$ cat src/rtl/useq_pkg.sv
// useq_pkg: opcodes, microword field positions and FSM states for the microprogram sequencer.
package useq_pkg;
   localparam logic [2:0] OP_SEL  = 3'd0;
   localparam logic [2:0] OP_WRI  = 3'd1;
   localparam logic [2:0] OP_WRD  = 3'd2;
   localparam logic [2:0] OP_JMP  = 3'd3;
   localparam logic [2:0] OP_BZ   = 3'd4;
   localparam logic [2:0] OP_CALL = 3'd5;
   localparam logic [2:0] OP_RET  = 3'd6;
   localparam logic [2:0] OP_HALT = 3'd7;
   localparam int OP_HI  = 15;
   localparam int OP_LO  = 13;
   localparam int REG_HI = 12;
   localparam int REG_LO = 8;
   localparam int IMM_HI = 7;
   localparam int IMM_LO = 0;
   typedef enum logic [1:0] {IDLE, FETCH, EXEC} state_t;
endpackage

$ cat src/rtl/useq_stack.sv
// useq_stack: return-address LIFO; push/pop are ignored when full/empty respectively.
module useq_stack #(
   parameter int DEPTH = 4,
   parameter int W = 8
) (
   input  logic         clk,
   input  logic         reset,
   input  logic         push,
   input  logic         pop,
   input  logic [W-1:0] din,
   output logic [W-1:0] dout,
   output logic         full,
   output logic         empty
);
   localparam int SP_W = $clog2(DEPTH + 1);
   localparam int IDX_W = $clog2(DEPTH);
   logic [W-1:0] mem [DEPTH];
   logic [SP_W-1:0] sp;
   assign full = sp == SP_W'(DEPTH);
   assign empty = sp == '0;
   assign dout = empty ? '0 : mem[IDX_W'(sp - SP_W'(1))];
   always_ff @(posedge clk)
      if (push && !full) mem[IDX_W'(sp)] <= din;
   always_ff @(posedge clk or posedge reset)
      if (reset) sp <= '0;
      else if (push && !full) sp <= sp + SP_W'(1);
      else if (pop && !empty) sp <= sp - SP_W'(1);
endmodule

$ cat src/rtl/useq_ctrl.sv
// useq_ctrl: two-cycle-per-microword sequencer driving the register file f_we/fsel/fin interface.
module useq_ctrl
   import useq_pkg::*;
#(
   parameter int UADDR_W = 8,
   parameter int UWORD_W = 16,
   parameter int STACK_DEPTH = 4
) (
   input  logic               clk,
   input  logic               reset,
   input  logic               start,
   input  logic [UADDR_W-1:0] start_addr,
   output logic               busy,
   output logic               done,
   output logic               err,
   output logic [UADDR_W-1:0] rom_addr,
   input  logic [UWORD_W-1:0] rom_data,
   input  logic               cond_in,
   output logic               f_we,
   output logic [4:0]         fsel,
   output logic               fin_sel,
   output logic [7:0]         imm
);
   state_t state, state_n;
   logic [UADDR_W-1:0] upc, upc_n, upc_inc, stk_dout;
   logic [4:0] cur_addr, cur_n;
   logic busy_n, done_n, err_n, f_we_n, fin_sel_n;
   logic [7:0] imm_n;
   logic [2:0] op;
   logic [4:0] reg_f;
   logic [7:0] tgt;
   logic exec, push, pop, full, empty, stk_err;
   assign op = rom_data[OP_HI:OP_LO];
   assign reg_f = rom_data[REG_HI:REG_LO];
   assign tgt = rom_data[IMM_HI:IMM_LO];
   assign exec = state == EXEC;
   assign upc_inc = upc + UADDR_W'(1);
   assign push = exec && op == OP_CALL && !full;
   assign pop = exec && op == OP_RET && !empty;
   assign stk_err = exec && ((op == OP_CALL && full) || (op == OP_RET && empty));
   // ROM is synchronous: presenting upc through FETCH yields the word in EXEC
   assign rom_addr = upc;
   assign fsel = cur_addr;
   useq_stack #(.DEPTH(STACK_DEPTH), .W(UADDR_W)) u_stack (
      .clk(clk), .reset(reset), .push(push), .pop(pop), .din(upc_inc),
      .dout(stk_dout), .full(full), .empty(empty)
   );
   always_comb begin
      state_n = state;
      upc_n = upc;
      cur_n = cur_addr;
      busy_n = busy;
      done_n = 1'b0;
      err_n = err;
      f_we_n = 1'b1;
      fin_sel_n = 1'b0;
      imm_n = '0;
      case (state)
         IDLE: if (start) begin
            state_n = FETCH;
            upc_n = start_addr;
            err_n = 1'b0;
            busy_n = 1'b1;
         end
         FETCH: state_n = EXEC;
         EXEC: begin
            state_n = FETCH;
            upc_n = upc_inc;
            case (op)
               OP_SEL: cur_n = reg_f;
               OP_WRI, OP_WRD: begin
                  f_we_n = 1'b0;
                  fin_sel_n = op == OP_WRI;
                  imm_n = tgt;
               end
               OP_JMP, OP_CALL: upc_n = UADDR_W'(tgt);
               OP_BZ: upc_n = cond_in ? upc_inc : UADDR_W'(tgt);
               OP_RET: upc_n = stk_dout;
               default: begin
                  state_n = IDLE;
                  busy_n = 1'b0;
                  done_n = 1'b1;
               end
            endcase
            if (stk_err) begin
               state_n = IDLE;
               busy_n = 1'b0;
               err_n = 1'b1;
            end
         end
         default: state_n = IDLE;
      endcase
   end
   always_ff @(posedge clk or posedge reset)
      if (reset) begin
         state <= IDLE;
         upc <= '0;
         cur_addr <= '0;
         busy <= 1'b0;
         done <= 1'b0;
         err <= 1'b0;
         f_we <= 1'b1;
         fin_sel <= 1'b0;
         imm <= '0;
      end else begin
         state <= state_n;
         upc <= upc_n;
         cur_addr <= cur_n;
         busy <= busy_n;
         done <= done_n;
         err <= err_n;
         f_we <= f_we_n;
         fin_sel <= fin_sel_n;
         imm <= imm_n;
      end
endmodule

$ cat config.mk
export PLATFORM = sky130hd
export DESIGN_NAME = useq_ctrl
export DESIGN_NICKNAME = d
export VERILOG_FILES = /design/src/rtl/useq_pkg.sv /design/src/rtl/useq_stack.sv /design/src/rtl/useq_ctrl.sv
export SDC_FILE = /design/constraint.sdc
export NUM_CORES = 1
export LEC_CHECK = 0
export ABC_AREA = 0
export CAP_MARGIN = 0
export CORE_MARGIN = 8
export CORE_UTILIZATION = 30
export CTS_BUF_LIST = sky130_fd_sc_hd__clkbuf_4
export CTS_CLUSTER_SIZE = 24
export DETAILED_ROUTE_END_ITERATION = 10
export PLACE_DENSITY = 0.54
export SLEW_MARGIN = 10
export SYNTH_ARGS = -nofsm -noshare
export SYNTH_HDL_FRONTEND = slang
export SYNTH_SLANG_ARGS = --single-unit
$ cat constraint.sdc
create_clock -name clk -period 2.6 [get_ports clk]
set_input_delay 0.52 -clock clk [delete_from_list [all_inputs] [get_ports clk]]
set_output_delay 0.52 -clock clk [all_outputs]
set_load 0.01 [all_outputs]
==> impl_metrics.json <==
{
  "hold_class": "in -> async",
  "ioPinCount": 54,
  "cts_tree": "built",
  "ys_types": 48,
  "tightestPinTransition_ps": 603.6,
  "first_pass_iters": 4,
  "n_fill_cell": 949,
  "io_buffers": 53,
  "cts_setup_buffers": 0,
  "synth_cells": 238,
  "antenna_cells": 0,
  "worst_setup_path_start_kind": "register",
  "core_um2": 9774,
  "pre_cts_ws_ps": 171.7,
  "synth-seq-cells": 63,
  "dp_hpwl_um": 5880,
  "multi_input_area_um2": 1176,
  "crit_required_ps": 2910,
  "htree_num_levels": 3,
  "placed_area_um2": 3746,
  "period_share_pct": 79.64,
  "synthTopCellsByArea": "edfxtp_1 (32%), dfrtp_1 (25%), mux4_1 (5.2%), o21ai_0 (3.1%), a22oi_1 (2.7%)",
  "cts-root-buf": "clkbuf_4",
  "area_growth_pct": 29.14,
  "overflow": 0,
  "avgSynthCellArea_um2": 12.72,
  "drc": 0,
  "antenna_found_initial": 0,
  "vias_per_cell": 4.896,
  "cts_buffers": 9,
  "num-nets-final": 337,
  "insertion_delay_ps": 420,
  "synth-edff-count": 32,
  "ir_drop_mv": 0.2940,
  "synth_area_um2": 3027,
  "vias": 2159,
  "ant_nets": 0,
  "fmax_mhz": 483.0,
  "seq_area_frac_synth_pct": 57.42,
  "finalPower_mw": 3.685,
  "die_w_um": 116.4,
  "wirelength_um": 7747,
  "finalInstanceArea_um2": 3909,
  "die_y_um": 116.4,
  "synthFlopType": "edfxtp_1",
  "setup_ws_ps": 529.5,
  "first_global_vias": 2179,
  "finalSetupTns_ps": 0,
  "gp_congestion": 0.7956,
  "p_leak_nw": 1.555,
  "hold_buffers": 0,
  "async_reset_ff_share_pct": 49.21,
  "finClkSkew_ps": 23.28,
  "cp.arrival_ps": 2380,
  "cp-end-kind": "register",
  "yosys.area.top_type": "edfxtp_1",
  "path_max_fanout": 10,
  "setup_viol": 0,
  "relSlewSlack_pct": 59.49,
  "cts_sinks": 63,
  "grt_max_degree": 32,
  "seqCellArea_um2": 1738,
  "min_period_ps": 2071,
  "grt_pass1_wl_um": 12210,
  "finalHoldViolCount": 0,
  "path_class": "reg -> reg",
  "grt_setup_unrepaired": "false",
  "drive_above_1_share_pct": 12.99,
  "max-cap-violations": 0,
  "synth_top_area_share_pct": 31.75,
  "cts_buffer_depth": 2,
  "final_core_util_pct": 39.99,
  "placementRows": 36,
  "die_area_um2": 13560,
  "drtIter0Drc": 128,
  "status": "complete, no violations",
  "syn_nets": 272,
  "reg2reg_slack_ps": 530,
  "slew_violations": 0,
  "ys_warn_count": 0,
  "avgRoutedWirePerCell_um": 17.57,
  "power.density_nw_per_um2": 942.8,
  "start_util_pct": 30.97,
  "clkTransAtPathRegs_ps": 120,
  "grt_usage_pct": 11.99,
  "post_cts_resized": 0
}
[placed cells by master (no fill, tap or decap), drive strengths merged, types with 2 or more instances in the layout]
master         synthesis  final
clkdlybuf4s50          0     53
edfxtp                32     32
dfrtp                 30     30
o21ai                 21     21
buf                    9     13
a22oi                 11     11
nand2                 11     11
inv                   10     11
a21oi                 10     10
nor2                  10     10
and2                   9      9
clkbuf                 3      9
mux4                   8      8
xnor2                  7      7
nand3                  7      7
and3                   6      6
ha                     6      6
nor3                   5      5
nand2b                 5      5
mux2                   5      5
xor2                   4      4
clkinv                 0      4
nor2b                  3      3
o31ai                  3      3
nand3b                 2      2
a221oi                 2      2
o22a                   2      2
bufinv                 0      2
[synth_stat cells, types with 2 or more instances]
cell type / count
edfxtp_1: 32
dfrtp_1: 30
o21ai_0: 19
a22oi_1: 11
a21oi_1: 10
nand2_1: 10
nor2_1: 10
and2_1: 9
inv_1: 9
nand3_1: 7
xnor2_1: 7
and3_1: 6
ha_1: 6
mux4_1: 6
buf_4: 5
mux2_4: 5
nand2b_1: 5
nor3_1: 5
xor2_1: 4
buf_2: 3
clkbuf_1: 3
nor2b_1: 3
o31ai_1: 3
a221oi_1: 2
mux4_2: 2
nand3b_1: 2
o21ai_1: 2
o22a_1: 2
[critical path: stages (launching register included)]
cell and delay (ps):
dfrtp_1 420, inv_1 110, ha_1 510, mux4_2 350, a21oi_1 150, a221oi_1 110, a221o_1 290
[layer usage]
metal,GRT usage (%),wire length [um],vias up
met2,18.61,3472,63
met1,14.97,3461,1058
met3,4.240,593,11
met5,0,0,-
li1,-,-,1027
met4,4.581,220,0
[through the flow]
| stage | instances | hold WS [ps] |
|---|---|---|
| after CTS | 441 | 480.2 |
| after global placement | 425 | 495.4 |
| after global routing | 441 | 523.8 |
| after floorplan | 238 | 495.7 |
| after detailed placement | 425 | 490.2 |
| final | 441 | 474.7 |
[state kept, by name, indices dropped and copies added, names as in the netlist, 2 cells and up]
signal and flops:
u_stack.sp 3, u_stack.mem 32, state 2, imm 8
fsel 5, rom_addr 8
[area by class of cell]
cell class                      count  area share (%)
Timing Repair Buffer               66           16.07
Sequential cell                    63           44.46
Multi-Input combinational cell    153           30.09
Tap cell                          133           4.257
Clock buffer                        9           1.729
Clock inverter                      7           2.433
Inverter                           10          0.9603
[power breakdown]
group / internal [mW] / leakage, nW / switching, mW
Sequential: 1.32 / 0.684 / 0.192
Clock: 0.391 / 0.0879 / 0.376
Combinational: 0.703 / 0.784 / 0.705
[path summary, 6_finish.rpt]
path,to,cells after the start,startpoint
min in group clk,fsel[3],1,fsel[3]
setup reg to reg,rom_addr[2],6,u_stack.sp[1]
setup / recovery,rom_addr[2],6,u_stack.sp[1]
max in group asynchronous,f_we,3,reset
hold reg to reg,fsel[3],1,fsel[3]
hold / removal,rom_addr[7],3,reset
[logic make-up (layout without fill, tap and decap cells)]
family / after synthesis / in the layout / share of synthesized area (%)
AOI/OAI and AO/OA: 61 / 61 / 13.02
xor gates and xnor gates: 11 / 11 / 3.183
adders and majority gates: 6 / 6 / 2.480
buffers and inverters: 22 / 92 / 3.720
DFF: 63 / 63 / 57.42
muxes: 13 / 13 / 9.177
and+or+nand+nor: 62 / 62 / 11.00
Power figures use the tool's default switching activity.
